File: config.mk
export PLATFORM = sky130hd
export DESIGN_NAME = dotprod_seq_ctrl_flat
export DESIGN_NICKNAME = d
export VERILOG_FILES = /design/src/rtl/dotprod_seq_ctrl_if.sv /design/src/rtl/dotprod_seq_ctrl.sv /design/src/flat_wrapper.sv
export SDC_FILE = /design/constraint.sdc
export NUM_CORES = 1
export LEC_CHECK = 0
export BUFFER_PORTS_ARGS = -buffer_cell sky130_fd_sc_hd__clkbuf_2
export CAP_MARGIN = 25
export CORE_ASPECT_RATIO = 1.5
export CORE_MARGIN = 10
export CORE_UTILIZATION = 37
export DETAILED_ROUTE_END_ITERATION = 8
export SKIP_CTS_REPAIR_TIMING = 1
export SLEW_MARGIN = 0
export SYNTH_ARGS = -nofsm -noshare
export SYNTH_HDL_FRONTEND = slang
export SYNTH_SLANG_ARGS = --single-unit
File: constraint.sdc
create_clock -name clk_i -period 12.3 [get_ports clk_i]
set_clock_uncertainty 0.1 [all_clocks]
set_input_delay 1.23 -clock clk_i [delete_from_list [all_inputs] [get_ports clk_i]]
set_output_delay 1.23 -clock clk_i [all_outputs]
set_load 0.1 [all_outputs]
File: src/rtl/dotprod_seq_ctrl_if.sv
// Job, operand and result channels of the dot-product sequencer.
// Every channel is valid/ready: a transfer occurs on a rising clock edge when valid and ready are both high.
interface dotprod_seq_ctrl_if #(
  parameter int IN_SIZE_0  = 4,
  parameter int IN_SIZE_1  = 8,
  parameter int ARRAY_SIZE = 8,
  parameter int MAX_LEN    = 64,
  parameter int ACC_SIZE   = 32
) ();
  localparam int LEN_W = $clog2(MAX_LEN + 1);

  logic                                  job_valid_i;
  logic                                  job_ready_o;
  logic [LEN_W-1:0]                      job_len_i;
  logic                                  op_valid_i;
  logic                                  op_ready_o;
  logic [ARRAY_SIZE-1:0][IN_SIZE_0-1:0]  op_0_i;
  logic [ARRAY_SIZE-1:0][IN_SIZE_1-1:0]  op_1_i;
  logic                                  res_valid_o;
  logic                                  res_ready_i;
  logic [ACC_SIZE-1:0]                   res_data_o;

  modport slave (
    input  job_valid_i, job_len_i, op_valid_i, op_0_i, op_1_i, res_ready_i,
    output job_ready_o, op_ready_o, res_valid_o, res_data_o
  );

  modport master (
    output job_valid_i, job_len_i, op_valid_i, op_0_i, op_1_i, res_ready_i,
    input  job_ready_o, op_ready_o, res_valid_o, res_data_o
  );
endinterface

File: src/rtl/dotprod_seq_ctrl.sv
// Sequencer for the combinational signed multiplier array: feeds operand beats, reduces partial products, accumulates.
// Optional ACC_SAT_EN: saturating accumulate instead of wrapping modulo 2^ACC_SIZE.
module dotprod_seq_ctrl #(
  parameter int IN_SIZE_0  = 4,
  parameter int IN_SIZE_1  = 8,
  parameter int ARRAY_SIZE = 8,
  parameter int MAX_LEN    = 64,
  parameter int ACC_SIZE   = 32,
  localparam int PP_PER_MUL   = (IN_SIZE_1 + 2) / 3,
  localparam int PP_PER_ARRAY = PP_PER_MUL * ARRAY_SIZE,
  localparam int PP_SIZE      = IN_SIZE_0 + IN_SIZE_1,
  localparam int LEN_W        = $clog2(MAX_LEN + 1)
) (
  input  logic                                   clk_i,
  input  logic                                   rst_ni,
  dotprod_seq_ctrl_if.slave                      bus,
  output logic [ARRAY_SIZE-1:0][IN_SIZE_0-1:0]   arr_in_0_o,
  output logic [ARRAY_SIZE-1:0][IN_SIZE_1-1:0]   arr_in_1_o,
  input  logic [PP_PER_ARRAY-1:0][PP_SIZE-1:0]   arr_pp_i,
  output logic                                   busy_o,
  output logic [1:0]                             dbg_state_o
);
  localparam logic [1:0] S_IDLE  = 2'd0;
  localparam logic [1:0] S_FEED  = 2'd1;
  localparam logic [1:0] S_DRAIN = 2'd2;
  localparam logic [1:0] S_DONE  = 2'd3;

`ifdef ACC_SAT_EN
  localparam int SUM_W = ACC_SIZE + $clog2(ARRAY_SIZE) + 1;
`else
  localparam int SUM_W = ACC_SIZE;
`endif

  logic [1:0]                           state_q, state_d;
  logic [LEN_W-1:0]                     len_q, len_d;
  logic [LEN_W-1:0]                     cnt_q, cnt_d;
  logic [ACC_SIZE-1:0]                  acc_q, acc_d;
  logic                                 s1_vld_q, s1_vld_d;
  logic [ARRAY_SIZE-1:0][IN_SIZE_0-1:0] arr0_q, arr0_d;
  logic [ARRAY_SIZE-1:0][IN_SIZE_1-1:0] arr1_q, arr1_d;

  logic [LEN_W-1:0]    len_clamp;
  logic [PP_SIZE-1:0]  lane_prod;
  logic [SUM_W-1:0]    beat_sum;
  logic [ACC_SIZE-1:0] acc_next;

  // A lane's PPs summed modulo 2^PP_SIZE give its exact signed product.
  always_comb begin
    beat_sum  = '0;
    lane_prod = '0;
    for (int i = 0; i < ARRAY_SIZE; i++) begin
      lane_prod = '0;
      for (int k = 0; k < PP_PER_MUL; k++) begin
        lane_prod = lane_prod + arr_pp_i[i*PP_PER_MUL + k];
      end
      beat_sum = beat_sum + {{(SUM_W-PP_SIZE){lane_prod[PP_SIZE-1]}}, lane_prod};
    end
  end

`ifdef ACC_SAT_EN
  logic [SUM_W-1:0] acc_sum;
  logic             acc_ovf;
  always_comb begin
    acc_sum  = {{(SUM_W-ACC_SIZE){acc_q[ACC_SIZE-1]}}, acc_q} + beat_sum;
    // In range only when every bit from the ACC sign bit upward agrees.
    acc_ovf  = !((&acc_sum[SUM_W-1:ACC_SIZE-1]) || !(|acc_sum[SUM_W-1:ACC_SIZE-1]));
    acc_next = acc_sum[ACC_SIZE-1:0];
    if (acc_ovf) begin
      acc_next = acc_sum[SUM_W-1] ? {1'b1, {(ACC_SIZE-1){1'b0}}} : {1'b0, {(ACC_SIZE-1){1'b1}}};
    end
  end
`else
  always_comb acc_next = acc_q + beat_sum;
`endif

  always_comb begin
    len_clamp = (bus.job_len_i > LEN_W'(MAX_LEN)) ? LEN_W'(MAX_LEN) : bus.job_len_i;
    state_d   = state_q;
    len_d     = len_q;
    cnt_d     = cnt_q;
    acc_d     = s1_vld_q ? acc_next : acc_q;
    s1_vld_d  = 1'b0;
    arr0_d    = arr0_q;
    arr1_d    = arr1_q;
    case (state_q)
      S_IDLE: begin
        if (bus.job_valid_i) begin
          len_d   = len_clamp;
          cnt_d   = '0;
          acc_d   = '0;
          state_d = (len_clamp == '0) ? S_DONE : S_FEED;
        end
      end
      S_FEED: begin
        if (bus.op_valid_i) begin
          arr0_d   = bus.op_0_i;
          arr1_d   = bus.op_1_i;
          s1_vld_d = 1'b1;
          cnt_d    = cnt_q + LEN_W'(1);
          if (cnt_q == len_q - LEN_W'(1)) state_d = S_DRAIN;
        end
      end
      S_DRAIN: state_d = S_DONE;
      S_DONE: begin
        if (bus.res_ready_i) state_d = S_IDLE;
      end
      default: state_d = S_IDLE;
    endcase
  end

  always_ff @(posedge clk_i or negedge rst_ni) begin
    if (!rst_ni) begin
      state_q  <= S_IDLE;
      len_q    <= '0;
      cnt_q    <= '0;
      acc_q    <= '0;
      s1_vld_q <= 1'b0;
      arr0_q   <= '0;
      arr1_q   <= '0;
    end else begin
      state_q  <= state_d;
      len_q    <= len_d;
      cnt_q    <= cnt_d;
      acc_q    <= acc_d;
      s1_vld_q <= s1_vld_d;
      arr0_q   <= arr0_d;
      arr1_q   <= arr1_d;
    end
  end

  assign bus.job_ready_o = (state_q == S_IDLE);
  assign bus.op_ready_o  = (state_q == S_FEED);
  assign bus.res_valid_o = (state_q == S_DONE);
  assign bus.res_data_o  = (state_q == S_DONE) ? acc_q : '0;
  assign arr_in_0_o      = arr0_q;
  assign arr_in_1_o      = arr1_q;
  assign busy_o          = (state_q != S_IDLE);
  assign dbg_state_o     = state_q;
endmodule
File: src/flat_wrapper.sv
// flat-port wrapper written by rule: the top's interface ports become plain ports
module dotprod_seq_ctrl_flat 
#(
  parameter int IN_SIZE_0  = 4,
  parameter int IN_SIZE_1  = 8,
  parameter int ARRAY_SIZE = 8,
  parameter int MAX_LEN    = 64,
  parameter int ACC_SIZE   = 32,
  localparam int PP_PER_MUL   = (IN_SIZE_1 + 2) / 3,
  localparam int PP_PER_ARRAY = PP_PER_MUL * ARRAY_SIZE,
  localparam int PP_SIZE      = IN_SIZE_0 + IN_SIZE_1,
  localparam int LEN_W        = $clog2(MAX_LEN + 1)
)
  (clk_i, rst_ni, arr_in_0_o, arr_in_1_o, arr_pp_i, busy_o, dbg_state_o, bus_job_valid_i, bus_job_len_i, bus_op_valid_i, bus_op_0_i, bus_op_1_i, bus_res_ready_i, bus_job_ready_o, bus_op_ready_o, bus_res_valid_o, bus_res_data_o);
  dotprod_seq_ctrl_if #(.IN_SIZE_0(IN_SIZE_0), .IN_SIZE_1(IN_SIZE_1), .ARRAY_SIZE(ARRAY_SIZE), .MAX_LEN(MAX_LEN), .ACC_SIZE(ACC_SIZE)) bus_i ();
  input  logic clk_i;
  input  logic rst_ni;
  output logic [ARRAY_SIZE-1:0][IN_SIZE_0-1:0] arr_in_0_o;
  output logic [ARRAY_SIZE-1:0][IN_SIZE_1-1:0] arr_in_1_o;
  input  logic [PP_PER_ARRAY-1:0][PP_SIZE-1:0] arr_pp_i;
  output logic busy_o;
  output logic [1:0] dbg_state_o;
  input wire logic [$bits(bus_i.job_valid_i)-1:0] bus_job_valid_i;
  input wire logic [$bits(bus_i.job_len_i)-1:0] bus_job_len_i;
  input wire logic [$bits(bus_i.op_valid_i)-1:0] bus_op_valid_i;
  input wire logic [$bits(bus_i.op_0_i)-1:0] bus_op_0_i;
  input wire logic [$bits(bus_i.op_1_i)-1:0] bus_op_1_i;
  input wire logic [$bits(bus_i.res_ready_i)-1:0] bus_res_ready_i;
  output wire logic [$bits(bus_i.job_ready_o)-1:0] bus_job_ready_o;
  output wire logic [$bits(bus_i.op_ready_o)-1:0] bus_op_ready_o;
  output wire logic [$bits(bus_i.res_valid_o)-1:0] bus_res_valid_o;
  output wire logic [$bits(bus_i.res_data_o)-1:0] bus_res_data_o;
  assign bus_i.job_valid_i = bus_job_valid_i;
  assign bus_i.job_len_i = bus_job_len_i;
  assign bus_i.op_valid_i = bus_op_valid_i;
  assign bus_i.op_0_i = bus_op_0_i;
  assign bus_i.op_1_i = bus_op_1_i;
  assign bus_i.res_ready_i = bus_res_ready_i;
  assign bus_job_ready_o = bus_i.job_ready_o;
  assign bus_op_ready_o = bus_i.op_ready_o;
  assign bus_res_valid_o = bus_i.res_valid_o;
  assign bus_res_data_o = bus_i.res_data_o;
  dotprod_seq_ctrl #(.IN_SIZE_0(IN_SIZE_0), .IN_SIZE_1(IN_SIZE_1), .ARRAY_SIZE(ARRAY_SIZE), .MAX_LEN(MAX_LEN), .ACC_SIZE(ACC_SIZE)) u_core (.clk_i(clk_i), .rst_ni(rst_ni), .bus(bus_i), .arr_in_0_o(arr_in_0_o), .arr_in_1_o(arr_in_1_o), .arr_pp_i(arr_pp_i), .busy_o(busy_o), .dbg_state_o(dbg_state_o));
endmodule
==> out/metrics.yaml <==
yosys:
  ys_seq_elements: 145
  synth-edff-count: 0
  syn-mean-instance-area_um2: 10.3
  synth.most_common_cell: "inv_1"
  async_flop_share_pct: 100
  yosys_warnings: 0
  ys_seq_area_share_pct: 22.0
  synth_top_area_cell: "fa_1"
  syn_inst: 1601
  synth_ff_type: "dfrtp_1"
  netlist_area_um2: 16500
  yosys-top-cells-area: "fa_1 25%, dfrtp_1 22%, ha_1 10%"
  ys_top_cells_by_count: "217 x inv_1, 207 x fa_1, 145 x dfrtp_1, 133 x ha_1, 105 x xnor2_1"
  yosysTopAreaCellShare_pct: 25.2
  synth.net_count: 2337
  synth.distinct_cells: 69
setup_path:
  reg2reg_slack_ns: 7.64
  critical-path-slowest-cell: "ha_1"
  critPathRequiredTime_ns: 12.59
  path_buf_inv: 6
  end_kind: "flip-flop"
  cp.arrival_ns: 9.92
  cp_top_family: "adder cells"
  slowest_delay_ns: 0.82
  start_kind: "input port"
  crit_fanout: 18
  crit_type: "in2reg"
detailed_routing:
  route.vias.total: 13521
  drt_pre_antenna_iters: 5
  vias_per_cell: 4.99
  routed_wl_um: 56300
  drc: 0
  drtIter0Drc: 599
  ant_nets: 0
  wl_per_cell_um: 20.8
placement:
  hpwlAfterDp_um: 49400
  placed_area_um2: 19800
  gp_congestion: 0.946
  port_buffers: 529
grt:
  overflow: 0
  antenna_found_initial: 2
  grt_usage_pct: 20.7
  grt_pass1_wl_um: 85400
  grt_pass1_vias: 15097
  grt_max_degree: 98
run:
  max_cap_violations: 0
die:
  rows: 94
  io_pins: 530
  die_h_um: 278
  die_w_um: 192
  coreArea_um2: 44000
  dieArea_um2: 53500
  start_util_pct: 37.4
timing:
  finalSetupViolations: 0
  holdWs_ns: 0.407
  finalMaxSlewViolations: 0
  final_hold_viol_count: 0
  tns_ns: 0
  worst_pin_slew_ns: 0.996
  rsz0062_at_grt: "false"
  slew_headroom_pct: 33.6
  min_period_over_period_pct: 78.3
  max_freq_ghz: 0.104
  finalCriticalPeriod_ns: 9.63
clocking:
  cts_tree: "built"
  cts_made_buffers: 17
  cts.clk_slew.worst_paths_ns: 0.08
  clock_sinks: 145
  cts-root-buf: "clkbuf_16"
  clk_path_buf_depth: 2
  htree_levels: 4
  clock_latency_ns: 0.45
min_path:
  holdCritPathClass: "reg2reg"
layout:
  layout-drive-gt1-share_pct: 32.1
  synthToLayoutAreaGrowth_pct: 23.7
  final_area_um2: 20400
  nNetsFinal: 2856
outcome:
  outcome: "complete, no violations"
==> cell usage in the layout (no fill, tap or decap), types with 16 or more instances in the layout <==
cell type,instances
clkbuf_16,17
clkbuf_2,528
mux2_2,96
inv_1,217
mux2i_1,16
nor2_1,82
nor3_1,30
o21ai_0,29
o21ai_1,21
fa_1,207
xor2_1,52
a21oi_1,100
ha_1,133
nand2_1,63
dfrtp_1,145
a21o_1,25
and2_1,39
nand3_1,25
xnor2_1,105
==> state kept, by name, indices dropped and copies added, names as in the netlist <==
register	count
u_core.arr_in_1_o	64
u_core.acc_q	32
u_core.arr_in_0_o	32
u_core.cnt_q	7
u_core.len_q	7
u_core.dbg_state_o	2
u_core.s1_vld_q	1
==> worst reg2reg max path: cells and delay by family, from the launching register on <==
family	cells	cell delay, ns
AOI/OAI and AO/OA	5	1.33
buffers and inverters	2	0.12
xor gates and xnor gates	1	0.20
adders and majority gates	5	2.18
and+or+nand+nor	1	0.25
DFF	1	0.37
==> per-layer routing <==
metal	part of all wire, %	up-vias	track usage, %
met5	0	-	0
met1	37	6627	22.8
li1	-	6456	-
met4	2.1	0	5.56
met2	55	384	38.7
met3	5.5	54	4.38
==> area by class of cell <==
type	instances	area (µm²)
Fill cell	4339	23600
Multi-Input combinational cell	1202	11900
Sequential cell	145	3630
Timing Repair Buffer	537	2710
Inverter	217	815
Tap cell	576	721
Clock buffer	17	425
Clock inverter	15	178
Antenna cell	2	5.00
==> cell families (layout without fill, tap and decap cells) <==
| kind of cell | Yosys count | in the layout | synth area share, % |
|---|---|---|---|
| adders and majority gates | 340 | 340 | 35.3 |
| and+or+nand+nor | 304 | 304 | 9.13 |
| AOI/OAI and AO/OA | 286 | 286 | 11.6 |
| buffers and inverters | 254 | 786 | 5.82 |
| xor gates and xnor gates | 158 | 158 | 8.41 |
| DFF | 145 | 145 | 22.0 |
| muxes | 114 | 114 | 7.68 |
| other | 0 | 2 | 0 |
==> per-stage QoR <==
step / std cells / utilization [%] / worst slack [ns]
global placement: 2677 / 44.9 / 2.27
global route: 2711 / 46.3 / 2.10
finish: 2711 / 46.3 / 2.67
floorplan: 1601 / - / 3.25
detailed placement: 2677 / 44.9 / 2.13
CTS: 2709 / 46.3 / 2.57
==> final timing paths <==
| kind | from | to | cells past startpoint |
|---|---|---|---|
| max in group asynchronous | rst_ni | u_core.acc_q[7]$_DFF_PN0_ | 2 |
| min in group asynchronous | rst_ni | u_core.arr_in_0_o[16]$_DFFE_PN0P_ | 1 |
| setup reg to reg | u_core.acc_q[2]$_DFF_PN0_ | u_core.acc_q[28]$_DFF_PN0_ | 14 |
| hold / removal | u_core.len_q[6]$_DFFE_PN0P_ | u_core.len_q[6]$_DFFE_PN0P_ | 2 |
| hold reg to reg | u_core.len_q[6]$_DFFE_PN0P_ | u_core.len_q[6]$_DFFE_PN0P_ | 2 |
| setup / recovery | arr_pp_i[1] | u_core.acc_q[27]$_DFF_PN0_ | 32 |
Power is left out: the tool's default activity adds up to more than one toggle a clock period on the data nets, which glitch-free logic cannot reach.
